### src/rtl/counter_pkg.sv
`default_nettype none
// ---------------------------------------------------------------------------
// counter_pkg
// Shared types and constants for the counter seek controller.
// Revision: 1.0
// ---------------------------------------------------------------------------
package counter_pkg;

  localparam int         CNT_W    = 4;
  localparam logic [4:0] MOD_DEC  = 5'd10;
  localparam logic [4:0] MOD_HEX  = 5'd16;
  localparam logic       MODE_HEX = 1'b1;
  localparam logic       MODE_DEC = 1'b0;

  typedef enum logic [2:0] {
    ST_IDLE   = 3'd0,
    ST_CLEAR  = 3'd1,
    ST_PLAN   = 3'd2,
    ST_RUN    = 3'd3,
    ST_REPORT = 3'd4
  } state_t;

endpackage
`default_nettype wire

### src/rtl/counter_seek_ctrl_seek_distance.sv
`default_nettype none
// ---------------------------------------------------------------------------
// seek_distance
// Combinational shortest-path planner: given the current count, the target
// and the counting modulus, returns direction (1 = up) and step count.
// Revision: 1.0
// ---------------------------------------------------------------------------
module seek_distance
  import counter_pkg::*;
(
  input  logic [CNT_W-1:0] cur,
  input  logic [CNT_W-1:0] target,
  input  logic             mode,
  output logic             dir,
  output logic [CNT_W-1:0] steps,
  output logic             zero
);

  logic [4:0]       modulus;
  logic [4:0]       up_raw;
  logic [4:0]       down_raw;
  logic [CNT_W-1:0] up;
  logic [CNT_W-1:0] down;

  // Modular distances in 5 bits; a borrow into bit 4 means the raw
  // difference went negative, so fold it back by adding the modulus.
  always_comb begin
    modulus  = (mode == MODE_HEX) ? MOD_HEX : MOD_DEC;
    up_raw   = {1'b0, target} - {1'b0, cur};
    down_raw = {1'b0, cur} - {1'b0, target};
    if (up_raw[4]) begin
      up_raw = up_raw + modulus;
    end
    if (down_raw[4]) begin
      down_raw = down_raw + modulus;
    end
    up    = up_raw[CNT_W-1:0];
    down  = down_raw[CNT_W-1:0];
    dir   = (up <= down);
    steps = dir ? up : down;
    zero  = (up == '0);
  end

endmodule
`default_nettype wire

### src/rtl/counter_seek_ctrl.sv
`default_nettype none
// ---------------------------------------------------------------------------
// counter_seek_ctrl
// Accepts a seek request, drives an up/down counter to the target value by
// the shortest modular path and reports done/err after checking the result.
// Revision: 1.0
// ---------------------------------------------------------------------------
module counter_seek_ctrl
  import counter_pkg::*;
(
  input  logic             clk,
  input  logic             rst_n,
  input  logic             req_valid,
  output logic             req_ready,
  input  logic [CNT_W-1:0] req_target,
  input  logic             req_mode,
  input  logic [CNT_W-1:0] cnt_value,
  output logic             cnt_clear,
  output logic             cnt_mode,
  output logic             cnt_incr,
  output logic             cnt_enable,
  output logic             busy,
  output logic             done,
  output logic             err
);

  state_t           state;
  logic [CNT_W-1:0] target_q;
  logic [CNT_W-1:0] remain;
  logic             mode_q;
  logic             dir_q;
  logic             reject;
  logic             plan_dir;
  logic [CNT_W-1:0] plan_steps;
  logic             plan_zero;
  logic             report_ok;

  seek_distance u_dist (
    .cur    (cnt_value),
    .target (target_q),
    .mode   (mode_q),
    .dir    (plan_dir),
    .steps  (plan_steps),
    .zero   (plan_zero)
  );

  // Request FSM plus the latched request fields and the step counter.
  always_ff @(posedge clk) begin
    if (!rst_n) begin
      state    <= ST_IDLE;
      target_q <= '0;
      remain   <= '0;
      mode_q   <= MODE_DEC;
      dir_q    <= 1'b0;
      reject   <= 1'b0;
    end else begin
      case (state)
        ST_IDLE: begin
          if (req_valid) begin
            target_q <= req_target;
            mode_q   <= req_mode;
            if (req_mode == MODE_DEC && req_target > 4'd9) begin
              reject <= 1'b1;
              state  <= ST_REPORT;
            end else if (req_mode == MODE_DEC && cnt_value > 4'd9) begin
              // Leftover hex value is outside the decimal range; zero it first.
              state <= ST_CLEAR;
            end else begin
              state <= ST_PLAN;
            end
          end
        end
        ST_CLEAR: begin
          state <= ST_PLAN;
        end
        ST_PLAN: begin
          if (plan_zero) begin
            state <= ST_REPORT;
          end else begin
            dir_q  <= plan_dir;
            remain <= plan_steps;
            state  <= ST_RUN;
          end
        end
        ST_RUN: begin
          remain <= remain - 4'd1;
          if (remain == 4'd1) begin
            state <= ST_REPORT;
          end
        end
        ST_REPORT: begin
          reject <= 1'b0;
          state  <= ST_IDLE;
        end
        default: begin
          state <= ST_IDLE;
        end
      endcase
    end
  end

  // Output decode from the registered state; the verdict in REPORT looks at
  // the live count because the final step lands on the edge entering REPORT.
  always_comb begin
    req_ready  = (state == ST_IDLE);
    busy       = (state != ST_IDLE);
    cnt_clear  = (state == ST_CLEAR);
    cnt_enable = (state == ST_RUN);
    cnt_incr   = dir_q;
    cnt_mode   = mode_q;
    report_ok  = (state == ST_REPORT) && !reject && (cnt_value == target_q);
    done       = report_ok;
    err        = (state == ST_REPORT) && !report_ok;
  end

endmodule
`default_nettype wire
### config.mk
export PLATFORM = sky130hd
export DESIGN_NAME = counter_seek_ctrl
export DESIGN_NICKNAME = d
export VERILOG_FILES = /design/src/rtl/counter_pkg.sv /design/src/rtl/counter_seek_ctrl_seek_distance.sv /design/src/rtl/counter_seek_ctrl.sv
export SDC_FILE = /design/constraint.sdc
export NUM_CORES = 1
export LEC_CHECK = 0
export BUFFER_PORTS_ARGS = -buffer_cell sky130_fd_sc_hd__buf_4
export CAP_MARGIN = 0
export CORE_AREA = 8 8 82 55
export CTS_CLUSTER_DIAMETER = 100
export CTS_CLUSTER_SIZE = 10
export DETAILED_ROUTE_END_ITERATION = 10
export DIE_AREA = 0 0 90 63
export GPL_TIMING_DRIVEN = 1
export SLEW_MARGIN = 0
export SYNTH_ARGS = -nofsm -noshare
export SYNTH_HDL_FRONTEND = slang
export SYNTH_SLANG_ARGS = --single-unit
### constraint.sdc
create_clock -name clk -period 3.7 [get_ports clk]
set_input_delay 0.37 -clock clk [delete_from_list [all_inputs] [get_ports clk]]
set_output_delay 0.37 -clock clk [all_outputs]
set_load 0.01 [all_outputs]
## Yosys cells after proc, flatten, opt, wreduce, memory -nomap -nowiden

Cells that the tools add are included.

| storage, ports and cells | value |
|---|---|
| flip-flop bits (word level) | 14 |
| input port bits | 12 |
| logic and storage cells | 58 |
| output and inout port bits | 8 |

| operators by class | value |
|---|---|
| add/sub/neg operators | 5 |
| mux-type cells | 15 |
| reductions and logical operators | 17 |
| magnitude comparators | 3 |
| bitwise logic cells | 2 |
| equality and inequality tests | 10 |

Operator list:

| operator | count |
|---|---|
| 2-to-1 mux 4 bit | 5 |
| 2-to-1 mux 3 bit | 4 |
| one-hot mux 3 bit (4 select lines) | 1 |
| subtractor 4 x 4 -> 5 bit | 2 |
| adder 4 bit | 2 |
| > comparator 4 bit, second input constant | 2 |
| one-hot mux 4 bit (2 select lines) | 1 |
| AND reduction 2 bit | 4 |
| == test 3 x 2 -> 1 bit, second input constant | 2 |
| logical AND 1 bit | 5 |
| == test 4 x 1 -> 1 bit, second input constant | 1 |
| == test 4 bit | 1 |
| <= comparator 4 bit | 1 |
| zero test 4 bit | 1 |
| inequality test 2 x 1 -> 1 bit, second input constant | 2 |
| inequality test 2 bit, second input constant | 2 |
| nonzero test 2 bit | 2 |
| subtractor 4 x 1 -> 4 bit, second input constant | 1 |
| == test 3 x 1 -> 1 bit, second input constant | 1 |
| == test 3 bit, second input constant | 1 |
| zero test 3 bit | 1 |
| AND reduction 3 bit | 1 |
| nonzero test 3 bit | 1 |
| zero test 1 bit | 2 |
| 4 further kinds | 6 |

## Depth between registers and ports, before layout

Gate-level depths: netlist (run 1).

| depth | value |
|---|---|
| depth in word-level cells | 7 |
| gate-level depth with buffers | 17 |
| depth with buffers taken out | 17 |

## Modules after synthesis

Synthesis (run 1) repeated with hierarchy kept, for this count alone.

| second synthesis, totals | value |
|---|---|
| cells, all modules | 162 |
| area total of the unflattened synthesis | 1442.6 um2 |

By module, submodules not included:

| module | cells each | instances | area each (um2) |
|---|---|---|---|
| counter_seek_ctrl | 90 | 1 | 842.1 |
| seek_distance | 72 | 1 | 600.6 |

## Least setup slack after synthesis (run 1)

OpenSTA, ideal clock, no wires.

| path | value |
|---|---|
| kind | input to register |
| start | input cnt_value[0] |
| end | register remain[2] |
| arrival time | 3.340 ns |
| cell stages on the path | 16 |
| data required time | 3.580 ns |
| setup slack | 0.240 ns |
| cell sequence | ha_1 -> inv_1 -> fa_1 -> ha_1 -> ha_1 -> nand2b_1 -> o311ai_1 -> inv_1 -> ha_1 -> nor2b_1 -> o21a_1 -> o21ai_0 -> nor2_1 -> a21oi_1 -> nor2_2 -> o31a_1 |

| between the ends | value |
|---|---|
| word-level cells in the longest chain between the ends | 7 |
| elaborated cells between the ends (all ways) | 13 |

RTL lines:

| element | RTL line | RTL |
|---|---|---|
| start, declared | counter_seek_ctrl.sv:17 | `input logic [CNT_W-1:0] cnt_value,` |
| subtractor 4 x 4 -> 5 bit (on tied branches) | counter_seek_ctrl_seek_distance.sv:29, counter_seek_ctrl_seek_distance.sv:30 |  |
| adder 4 bit (on tied branches) | counter_seek_ctrl_seek_distance.sv:32, counter_seek_ctrl_seek_distance.sv:35 |  |
| 2-to-1 mux 4 bit (on tied branches) | counter_seek_ctrl_seek_distance.sv:31, counter_seek_ctrl_seek_distance.sv:34 |  |
| <= comparator 4 bit | counter_seek_ctrl_seek_distance.sv:39 | `dir = (up <= down);` |
| 2-to-1 mux 4 bit | counter_seek_ctrl_seek_distance.sv:40 | `steps = dir ? up : down;` |
| 2-to-1 mux 4 bit | counter_seek_ctrl.sv:77 | `if (plan_zero) begin` |
| one-hot mux 4 bit (2 select lines) | counter_seek_ctrl.sv:57 | `case (state)` |
| end signal, assigned | counter_seek_ctrl.sv:81 | `remain <= plan_steps;` |
| end signal, assigned | counter_seek_ctrl.sv:86 | `remain <= remain - 4'd1;` |
| end, declared | counter_seek_ctrl.sv:29 | `logic [CNT_W-1:0] remain;` |

Parallel ways exist; a longest one is shown, timed or not. The select of a mux whose other input is x is not followed.
A chain may end at the register's enable or synchronous reset.

## Final worst setup path (run 1)

| path | value |
|---|---|
| start | register target_q[0] |
| end | register remain[2] |

| between the ends | value |
|---|---|
| word-level cells in the longest chain between the ends | 7 |
| elaborated cells between the ends (all ways) | 13 |

RTL lines:

| element | RTL line | RTL |
|---|---|---|
| start, declared | counter_seek_ctrl.sv:28 | `logic [CNT_W-1:0] target_q;` |
| start signal, assigned | counter_seek_ctrl.sv:60 | `target_q <= req_target;` |
| subtractor 4 x 4 -> 5 bit (on tied branches) | counter_seek_ctrl_seek_distance.sv:29, counter_seek_ctrl_seek_distance.sv:30 |  |
| adder 4 bit (on tied branches) | counter_seek_ctrl_seek_distance.sv:32, counter_seek_ctrl_seek_distance.sv:35 |  |
| 2-to-1 mux 4 bit (on tied branches) | counter_seek_ctrl_seek_distance.sv:31, counter_seek_ctrl_seek_distance.sv:34 |  |
| <= comparator 4 bit | counter_seek_ctrl_seek_distance.sv:39 |  |
| 2-to-1 mux 4 bit | counter_seek_ctrl_seek_distance.sv:40 |  |
| 2-to-1 mux 4 bit | counter_seek_ctrl.sv:77 |  |
| one-hot mux 4 bit (2 select lines) | counter_seek_ctrl.sv:57 |  |

Parallel ways exist; a longest one is shown, timed or not. The select of a mux whose other input is x is not followed.

==> flow_summary.yaml, run 1 <==
worst_setup_path:
  path_class: "reg -> reg"
  path_cells: "inv_1, ha_1, inv_1, fa_1, ha_1, ha_1, nand2b_1, o311ai_1, inv_1, ha_1, nor2b_1, o21a_1, o21ai_1, nor2_1, a21oi_1, nor2_2, o31a_1"
  required_ps: 3840
  critPathBufInv: 3
  worstPathArrival_ps: 3630
  crit_path_end_kind: "register"
  crit_path_frequent_cell: "ha_1"
  worst_path_largest_cell_delay_ps: 500
  crit_family: "adder cells"
  cp_slowest_cell: "fa_1"
  path_max_fanout: 2
  start_kind: "register"
worst_hold_path:
  hold_class: "in -> reg"
timing:
  fmax_mhz: 287
  rsz0062_at_grt: "false"
  period_share_pct: 94.2
  slew_headroom_pct: 71.5
  holdWs_ps: 371
  final.setup.tns_ps: 0
  setup_viol: 0
  finalHoldViolCount: 0
  worstMarginPinSlew_ps: 421
  slew_viol_final: 0
  finClkSkew_ps: 3.73
  period_needed_ps: 3490
pwr:
  internal_power_mw: 0.542
  clkPwrFrac_pct: 16.5
  p_switching_mw: 0.403
  power_density_nw_per_um2: 603
  leakagePower_nw: 0.729
  switching_share_pct: 42.7
  power_frac_seq_pct: 22.0
  ir_drop_uv: 304
  comb_power_share_pct: 61.5
routing:
  num_vias: 1163
  detail_route.iter0.violations: 38
  detail-route-antenna-nets: 0
  vias_per_cell: 5.06
  routed_wl_mm: 3.10
  first_pass_iters: 4
  post_drt_wl_per_cell_microns: 13.5
  drcViolationCount: 0
clock_network:
  cts.sinks: 14
  cts_hold_buf: 0
  postCtsSetupRepairBufs: 0
  worstSkewPairLatency_ps: 250
  clk_pin_slew_ps: 70
  cts_buffers: 3
  h-tree-depth: 1
  clockBufferDepth: 2
  cts_tree: "done"
  root_buffer: "clkbuf_8"
yosys:
  ys_seq_area_share_pct: 21.1
  syn-cell-area_sq_um: 1330
  yosysTopAreaCell: "dfxtp_1"
  synthCells: 163
  synthAdderAreaFrac_pct: 19.0
  synth_top_flop_cell: "dfxtp_1"
  yosysWarnings: 0
  synth_top_area_share_pct: 21.1
  synth_compound_area_share_pct: 21.0
  ys_top_cells_by_area: "dfxtp_1, ha_1, a21oi_1, inv_1, nor2_1"
  syn_nets: 194
  syn_area_per_cell_sq_um: 8.14
  ys_ff_latch: 14
  yosys.area_share.xor_xnor_pct: 5.84
  muxShareOfSynthArea_pct: 4.81
  synthSimpleGateAreaFrac_pct: 21.0
  synth_top_family_by_area: "compound AO/OA/AOI/OAI gates"
  ys_async_sr_fraction_pct: 0
  synth_cell_types: 42
  synth_edf_count: 0
cells_and_area:
  drive_above_1_share_pct: 20.2
  final_nets: 215
  antenna_cells: 0
  layout_common_cells: "buf_4, inv_1, ha_1"
  syn_to_final_growth_pct: 18.1
  final_common_cell: "buf_4"
place:
  routabilityCongestion: 0.831
  placement.io_buffers: 19
  dpl.hpwl_mm: 2.55
die:
  die_area_sq_um: 5670
  core_area_sq_um: 3400
  rows: 17
  die_h_microns: 63
  ios: 20
  initial_core_util_pct: 39.0
  die_x_microns: 90
outcome:
  status: "finished clean"
global_routing:
  grt_pass1_wl_mm: 5.40
  antenna_found_initial: 0
  overflow: 0
  grt_pass1_vias: 1205
  grt_max_degree: 15
  grt_util_all_layers_pct: 11.4
run:
  max_cap_violations: 0
## cells in the mapped netlist (4+ instances only)
cell      instances
inv_1            19
nor2b_1           7
nand2_1          10
ha_1             17
nor2_1           14
o21a_1            4
xor2_1            4
dfxtp_1          14
o211ai_1          4
a21oi_1          16
or3_1             4
## worst paths after layout
path / from / endpoint / slack [ps] / cells after the start
hold reg to reg: reject / reject / 510 / 2
hold / removal: req_target[0] / target_q[0] / 370 / 3
setup / recovery: target_q[0] / remain[2] / 210 / 17
setup reg to reg: target_q[0] / remain[2] / 210 / 17
## routing by layer
layer / global-route usage (%) / vias up / wire length [microns]
li1: - / 596 / -
met2: 17.9 / 20 / 1300
met3: 4.08 / 2 / 143
met1: 14.6 / 545 / 1650
met4: 2.06 / 0 / 12
met5: 0 / - / 0
## sequential cells by signal (all words and copies together) (netlist names)
name      cells
cnt_incr      1
cnt_mode      1
reject        1
remain        4
state         3
target_q      4
## stage by stage
step	worst slack, ps	power [mW]	cells	util [%]	area (sq um)
after floorplan	240	0.630	163	-	1330
after global placement	207	0.759	226	44.4	1510
after detailed placement	65.1	0.782	226	44.4	1510
after CTS	172	0.939	230	46.1	1570
after global routing	23.7	1.03	230	46.1	1570
final	213	0.946	230	46.1	1570
## logic make-up (layout without fill, tap and decap cells)
logic type	Yosys count	after routing
xor gates and xnor gates	8	8
buffers and inverters	23	43
adders and majority gates	19	19
DFF	14	14
muxes	5	5
and+or+nand+nor	54	54
AOI/OAI and AO/OA	40	40
## cell type report
cell class                      count  area [sq um]
Fill cell                         335          1840
Multi-Input combinational cell    126           952
Sequential cell                    14           280
Timing Repair Buffer               20           150
Inverter                           19          71.3
Tap cell                           47          58.8
Clock buffer                        4          55.1
## worst min-delay path: stages
cell	delay (ps)
buf_4	80
a21oi_1	50
nor2b_1	90
## timing repair
item | in CTS | in global routing
gates resized for setup | 0 | 1
setup endpoints to repair | 0 | 2
endpoints found under the hold margin | 0 | 0
## power groups by stage
stage               registers [mW]  clock network, mW  logic (mW)
floorplan                    0.205                  0       0.425
global placement             0.210                  0       0.549
detailed placement           0.210                  0       0.571
CTS                          0.207              0.158       0.574
global route                 0.212              0.168       0.651
finish                       0.208              0.156       0.582
Note: power is estimated with default switching activity, not from simulation.
==> inputs of run 2 (changes only) <==
--- a/config.mk
+++ b/config.mk
@@ -5,14 +5,16 @@
 export SDC_FILE = /design/constraint.sdc
 export NUM_CORES = 1
 export LEC_CHECK = 0
+export ABC_AREA = 1
 export BUFFER_PORTS_ARGS = -buffer_cell sky130_fd_sc_hd__buf_4
 export CAP_MARGIN = 0
-export CORE_AREA = 8 8 82 55
+export CORE_AREA = 8 8 85 57
 export CTS_CLUSTER_DIAMETER = 100
 export CTS_CLUSTER_SIZE = 10
 export DETAILED_ROUTE_END_ITERATION = 10
-export DIE_AREA = 0 0 90 63
+export DIE_AREA = 0 0 93 65
 export GPL_TIMING_DRIVEN = 1
+export PLACE_DENSITY_LB_ADDON = 0.25
 export SLEW_MARGIN = 0
 export SYNTH_ARGS = -nofsm -noshare
 export SYNTH_HDL_FRONTEND = slang
==> run 2 against run 1 <==
Routed wire length up 6.9%. Die area rose by 6.6%. Non-clock buffer count fell by 1. Register-to-register slack better by 230 ps. Global-route usage shrank 0.18 points.
==> flow_summary.yaml, run 2 <==
outcome:
  status: "finished clean"
yosys:
  yosys-top-cells-count: "nand2_1, inv_1, nor2_1"
  synthCells: 215
  synth_top_area_share_pct: 19.5
  synth_compound_area_share_pct: 11.5
  ys_ff_latch: 14
  synthSimpleGateAreaFrac_pct: 40.0
  yosysTopAreaCell: "dfxtp_1"
  ys_seq_area_share_pct: 19.5
  ys_async_sr_fraction_pct: 0
  ys_top_cells_by_area: "dfxtp_1, ha_1, nand2_1, inv_1, nand3_1"
  yosysWarnings: 0
  syn_area_per_cell_sq_um: 6.68
  synth_top_family_by_area: "simple AND/OR/NAND/NOR gates"
  yosys.area_share.xor_xnor_pct: 1.22
  yosysMostFrequentCell: "nand2_1"
  syn-cell-area_sq_um: 1440
  syn_nets: 246
  synth_edf_count: 0
  synth_cell_types: 30
  synthAdderAreaFrac_pct: 17.6
  muxShareOfSynthArea_pct: 0
  synth_top_flop_cell: "dfxtp_1"
routing:
  post_drt_wl_per_cell_microns: 11.7
  drcViolationCount: 0
  num_vias: 1335
  vias_per_cell: 4.72
  detail-route-antenna-nets: 0
  detail_route.iter0.violations: 51
  first_pass_iters: 4
  routed_wl_mm: 3.32
clock_network:
  cts_resized: 0
  clockBufferDepth: 2
  worstSkewPairLatency_ps: 250
  h-tree-depth: 1
  cts.sinks: 14
  cts_hold_buf: 0
  postCtsSetupRepairBufs: 0
  cts_tree: "done"
  cts_buffers: 3
  root_buffer: "clkbuf_8"
  clk_pin_slew_ps: 60
timing:
  setup_viol: 0
  slew_headroom_pct: 73.0
  period_share_pct: 88.0
  finalHoldViolCount: 0
  finClkSkew_ps: 3.96
  final.setup.tns_ps: 0
  slew_viol_final: 0
  period_needed_ps: 3260
  worstMarginPinSlew_ps: 405
  rsz0062_at_grt: "false"
  fmax_mhz: 307
pwr:
  p_switching_mw: 0.626
  ir_drop_uv: 284
  comb_power_share_pct: 69.1
  internal_power_mw: 0.619
  clkPwrFrac_pct: 12.4
  power_density_nw_per_um2: 745
  leakagePower_nw: 0.852
  power_frac_seq_pct: 18.5
  switching_share_pct: 50.3
die:
  die_h_microns: 65
  rows: 17
  initial_core_util_pct: 40.7
  die_area_sq_um: 6050
  ios: 20
  die_x_microns: 93
  core_area_sq_um: 3530
worst_setup_path:
  path_class: "reg -> reg"
  crit_cells: 23
  crit_path_frequent_cell: "nand2_1"
  critPathBufInv: 5
  path_cells: "inv_1, ha_1, inv_1, fa_1, ha_1, ha_1, inv_1, nand2_1, nand2_1, inv_1, nand2_1, nand3_1, nand2_4, inv_1, ha_1, a21oi_1, nand2_1, nand2_1, nand3_1, nand3_1, nand2_1, o21ai_1, nor2_1"
  worst_path_largest_cell_delay_ps: 440
  path_max_fanout: 6
  required_ps: 3850
  crit_family: "adder cells"
  start_kind: "register"
  crit_path_end_kind: "register"
  rr_worst_depth: 23
  cp_slowest_cell: "fa_1"
  worstPathArrival_ps: 3400
cells_and_area:
  layout_common_cells: "nand2_1, inv_1, nor2_1"
  syn_to_final_growth_pct: 16.3
  drive_above_1_share_pct: 18.6
  largest_registers: "remain: 4 flops, target_q: 4 flops, state: 3 flops"
  final_common_cell: "nand2_1"
  antenna_cells: 0
  final_util_pct: 47.3
  final_nets: 268
global_routing:
  grt_max_degree: 11
  grt_pass1_wl_mm: 5.49
  overflow: 0
  grt_pass1_vias: 1245
  antenna_found_initial: 0
  grt_util_all_layers_pct: 11.2
place:
  placement.io_buffers: 19
  routabilityCongestion: 0.838
  dpl.hpwl_mm: 2.83
worst_hold_path:
  whs_path_depth: 3
  hold_class: "in -> reg"
run:
  max_cap_violations: 0
[run 2: cell type report]
class	instances	area (sq um)
Clock buffer	4	55.1
Fill cell	380	1860
Inverter	33	124
Multi-Input combinational cell	166	1010
Sequential cell	14	280
Tap cell	47	58.8
Timing Repair Buffer	19	143
[run 2: worst register-to-register path: stages (launching register included)]
cell     delay, ps
dfxtp_1        330
inv_1           70
ha_1           180
inv_1           90
fa_1           450
ha_1           210
ha_1           190
inv_1           50
nand2_1         40
nand2_1         70
inv_1           40
nand2_1         50
nand3_1        110
nand2_4        110
inv_1           50
ha_1           320
a21oi_1        160
nand2_1         60
nand2_1        170
nand3_1        100
nand3_1        100
nand2_1         50
o21ai_1        120
nor2_1          40
[run 2: routing by layer]
layer  part of all wire (%)  global-route usage [%]
met3                    4.0                    3.22
met2                     36                    15.0
met1                     59                    16.3
met5                      0                       0
met4                   0.97                    3.59
[run 2: cells by family after synthesis]
group / after synthesis
AOI/OAI and AO/OA: 30
xor gates and xnor gates: 2
and+or+nand+nor: 115
buffers and inverters: 35
adders and majority gates: 19
DFF: 14
[run 2: path summary, 6_finish.rpt]
check | slack [ps] | endpoint | from
min | 410 | remain[0] | rst_n
max | 440 | remain[2] | target_q[0]
min reg2reg | 470 | reject | reject
max reg2reg | 440 | remain[2] | target_q[0]
[run 2: power groups by stage]
stage	Combinational, mW	Sequential (mW)	Clock (mW)
floorplan	0.672	0.229	0
global placement	0.838	0.235	0
detailed placement	0.848	0.235	0
CTS	0.856	0.231	0.161
global route	0.989	0.237	0.165
finish	0.859	0.231	0.154
[run 2: through the flow]
step | setup WS (ps) | hold WS, ps | area [sq um] | total power [mW] | instances
finish | 443 | 411 | 1670 | 1.24 | 283
global route | 102 | 421 | 1670 | 1.39 | 283
CTS | 452 | 404 | 1670 | 1.25 | 283
detailed placement | 364 | 458 | 1620 | 1.08 | 279
global placement | 465 | 456 | 1620 | 1.07 | 279
floorplan | 721 | 438 | 1440 | 0.902 | 215
==> inputs of run 3 (changes only) <==
==> constraint.sdc (replaced) <==
create_clock -name clk -period 3.8 [get_ports clk]
set_input_delay 0.38 -clock clk [delete_from_list [all_inputs] [get_ports clk]]
set_output_delay 0.38 -clock clk [all_outputs]
set_load 0.01 [all_outputs]
==> run 3 against run 2 <==
Count of clock-buffer cells in the layout is the same. Routed wire length is 1.3% lower. Sequential power fell by 2%. Cell count unchanged. Die area unchanged. Sequential share of layout area did not move. Clock skew decreased by 2.4 ps. Critical path type unchanged. Largest cell class unchanged.
==> flow_summary.yaml, run 3 (synthesis results as in run 2) <==
pwr:
  leakagePower_nw: 0.852
  power_density_nw_per_um2: 722
  ir_drop_uv: 285
die:
  die_x_microns: 93
  ios: 20
  initial_core_util_pct: 40.7
  die_h_microns: 65
  core_area_sq_um: 3530
  rows: 17
  die_area_sq_um: 6050
clock_network:
  cts_resized: 0
  clockBufferDepth: 2
  clk_pin_slew_ps: 60
  cts_hold_buf: 0
  worstSkewPairLatency_ps: 250
  root_buffer: "clkbuf_8"
  h-tree-depth: 1
  cts_tree: "done"
  cts.sinks: 14
  postCtsSetupRepairBufs: 0
  cts_buffers: 3
run:
  max_cap_violations: 0
cells_and_area:
  final_nets: 268
  largest_registers: "remain: 4 flops, target_q: 4 flops, state: 3 flops"
  drive_above_1_share_pct: 18.6
  layout_common_cells: "nand2_1, inv_1, nor2_1"
  fill_cells: 382
  final_common_cell: "nand2_1"
  antenna_cells: 0
  final_util_pct: 47.3
  syn_to_final_growth_pct: 16.3
worst_setup_path:
  required_ps: 3950
  path_class: "reg -> reg"
  crit_path_end_kind: "register"
  critPathBufInv: 5
  crit_path_frequent_cell: "nand2_1"
  path_cells: "inv_1, ha_1, inv_1, fa_1, ha_1, ha_1, inv_1, nand2_1, nand2_1, inv_1, nand2_1, nand3_1, nand2_4, inv_1, ha_1, a21oi_1, nand2_1, nand2_1, nand3_1, nand3_1, nand2_1, o21ai_1, nor2_1"
  path_max_fanout: 6
  worst_path_largest_cell_delay_ps: 440
  start_kind: "register"
  crit_family: "adder cells"
  cp_slowest_cell: "fa_1"
  worstPathArrival_ps: 3370
routing:
  drcViolationCount: 0
  routed_wl_mm: 3.27
  post_drt_wl_per_cell_microns: 11.6
  num_vias: 1328
  detail_route.iter0.violations: 49
  vias_per_cell: 4.69
  detail-route-antenna-nets: 0
  first_pass_iters: 4
timing:
  fmax_mhz: 310
  period_needed_ps: 3220
  final.setup.tns_ps: 0
  setup_viol: 0
  slew_headroom_pct: 72.9
  period_share_pct: 84.8
  rsz0062_at_grt: "false"
  finalHoldViolCount: 0
  slew_viol_final: 0
  finClkSkew_ps: 1.58
  worstMarginPinSlew_ps: 407
global_routing:
  grt_max_degree: 11
  grt_pass1_vias: 1267
  grt_util_all_layers_pct: 11.5
  antenna_found_initial: 0
  overflow: 0
  grt_pass1_wl_mm: 5.66
place:
  dpl.hpwl_mm: 2.84
  routabilityCongestion: 0.844
  placement.io_buffers: 19
outcome:
  status: "finished clean"
worst_hold_path:
  hold_class: "in -> reg"
run 3: worst paths after layout:
check | start | to | slack [ps] | cells after the start
max | target_q[0] | remain[2] | 580 | 23
min | rst_n | remain[1] | 420 | 3
max reg2reg | target_q[0] | remain[2] | 580 | 23
min reg2reg | cnt_incr | cnt_incr | 460 | 2
run 3: power breakdown:
part / switching [mW] / leakage [nW] / internal [mW]
registers: 0.0357 / 0.115 / 0.190
clock network: 0.0601 / 0.0288 / 0.0919
logic: 0.509 / 0.708 / 0.318
run 3: final cells by class:
class	count	area [sq um]	share of cell area [%]
flip-flops and latches	14	280	16.8
clock buffers	4	55.1	3.30
repair buffers	19	143	8.54
multi-input cells	166	1010	60.4
well taps	47	58.8	3.52
inverters	33	124	7.42
run 3: metal layers:
metal	vias up	GRT usage, %	wire length [microns]
met5	-	0	0
met4	0	2.40	8
met3	2	3.45	146
met2	21	16.1	1180
met1	576	16.5	1940
li1	729	-	-
run 3: through the flow:
step / instance area [sq um] / worst slack, ps / hold WS, ps / std cells / power, mW
after floorplan: 1440 / 811 / 438 / 215 / 0.878
after global placement: 1620 / 554 / 456 / 279 / 1.04
after detailed placement: 1620 / 425 / 456 / 279 / 1.06
after CTS: 1670 / 565 / 414 / 283 / 1.21
after global routing: 1670 / 276 / 435 / 283 / 1.35
final: 1670 / 576 / 421 / 283 / 1.21
run 3: worst register-to-register path, stage by stage, from the launching register on:
cell	delay (ps)
dfxtp_1	330
inv_1	60
ha_1	180
inv_1	80
fa_1	440
ha_1	210
ha_1	190
inv_1	50
nand2_1	40
nand2_1	70
inv_1	40
nand2_1	50
nand3_1	110
nand2_4	110
inv_1	50
ha_1	310
a21oi_1	150
nand2_1	60
nand2_1	160
nand3_1	100
nand3_1	100
nand2_1	50
o21ai_1	130
nor2_1	50
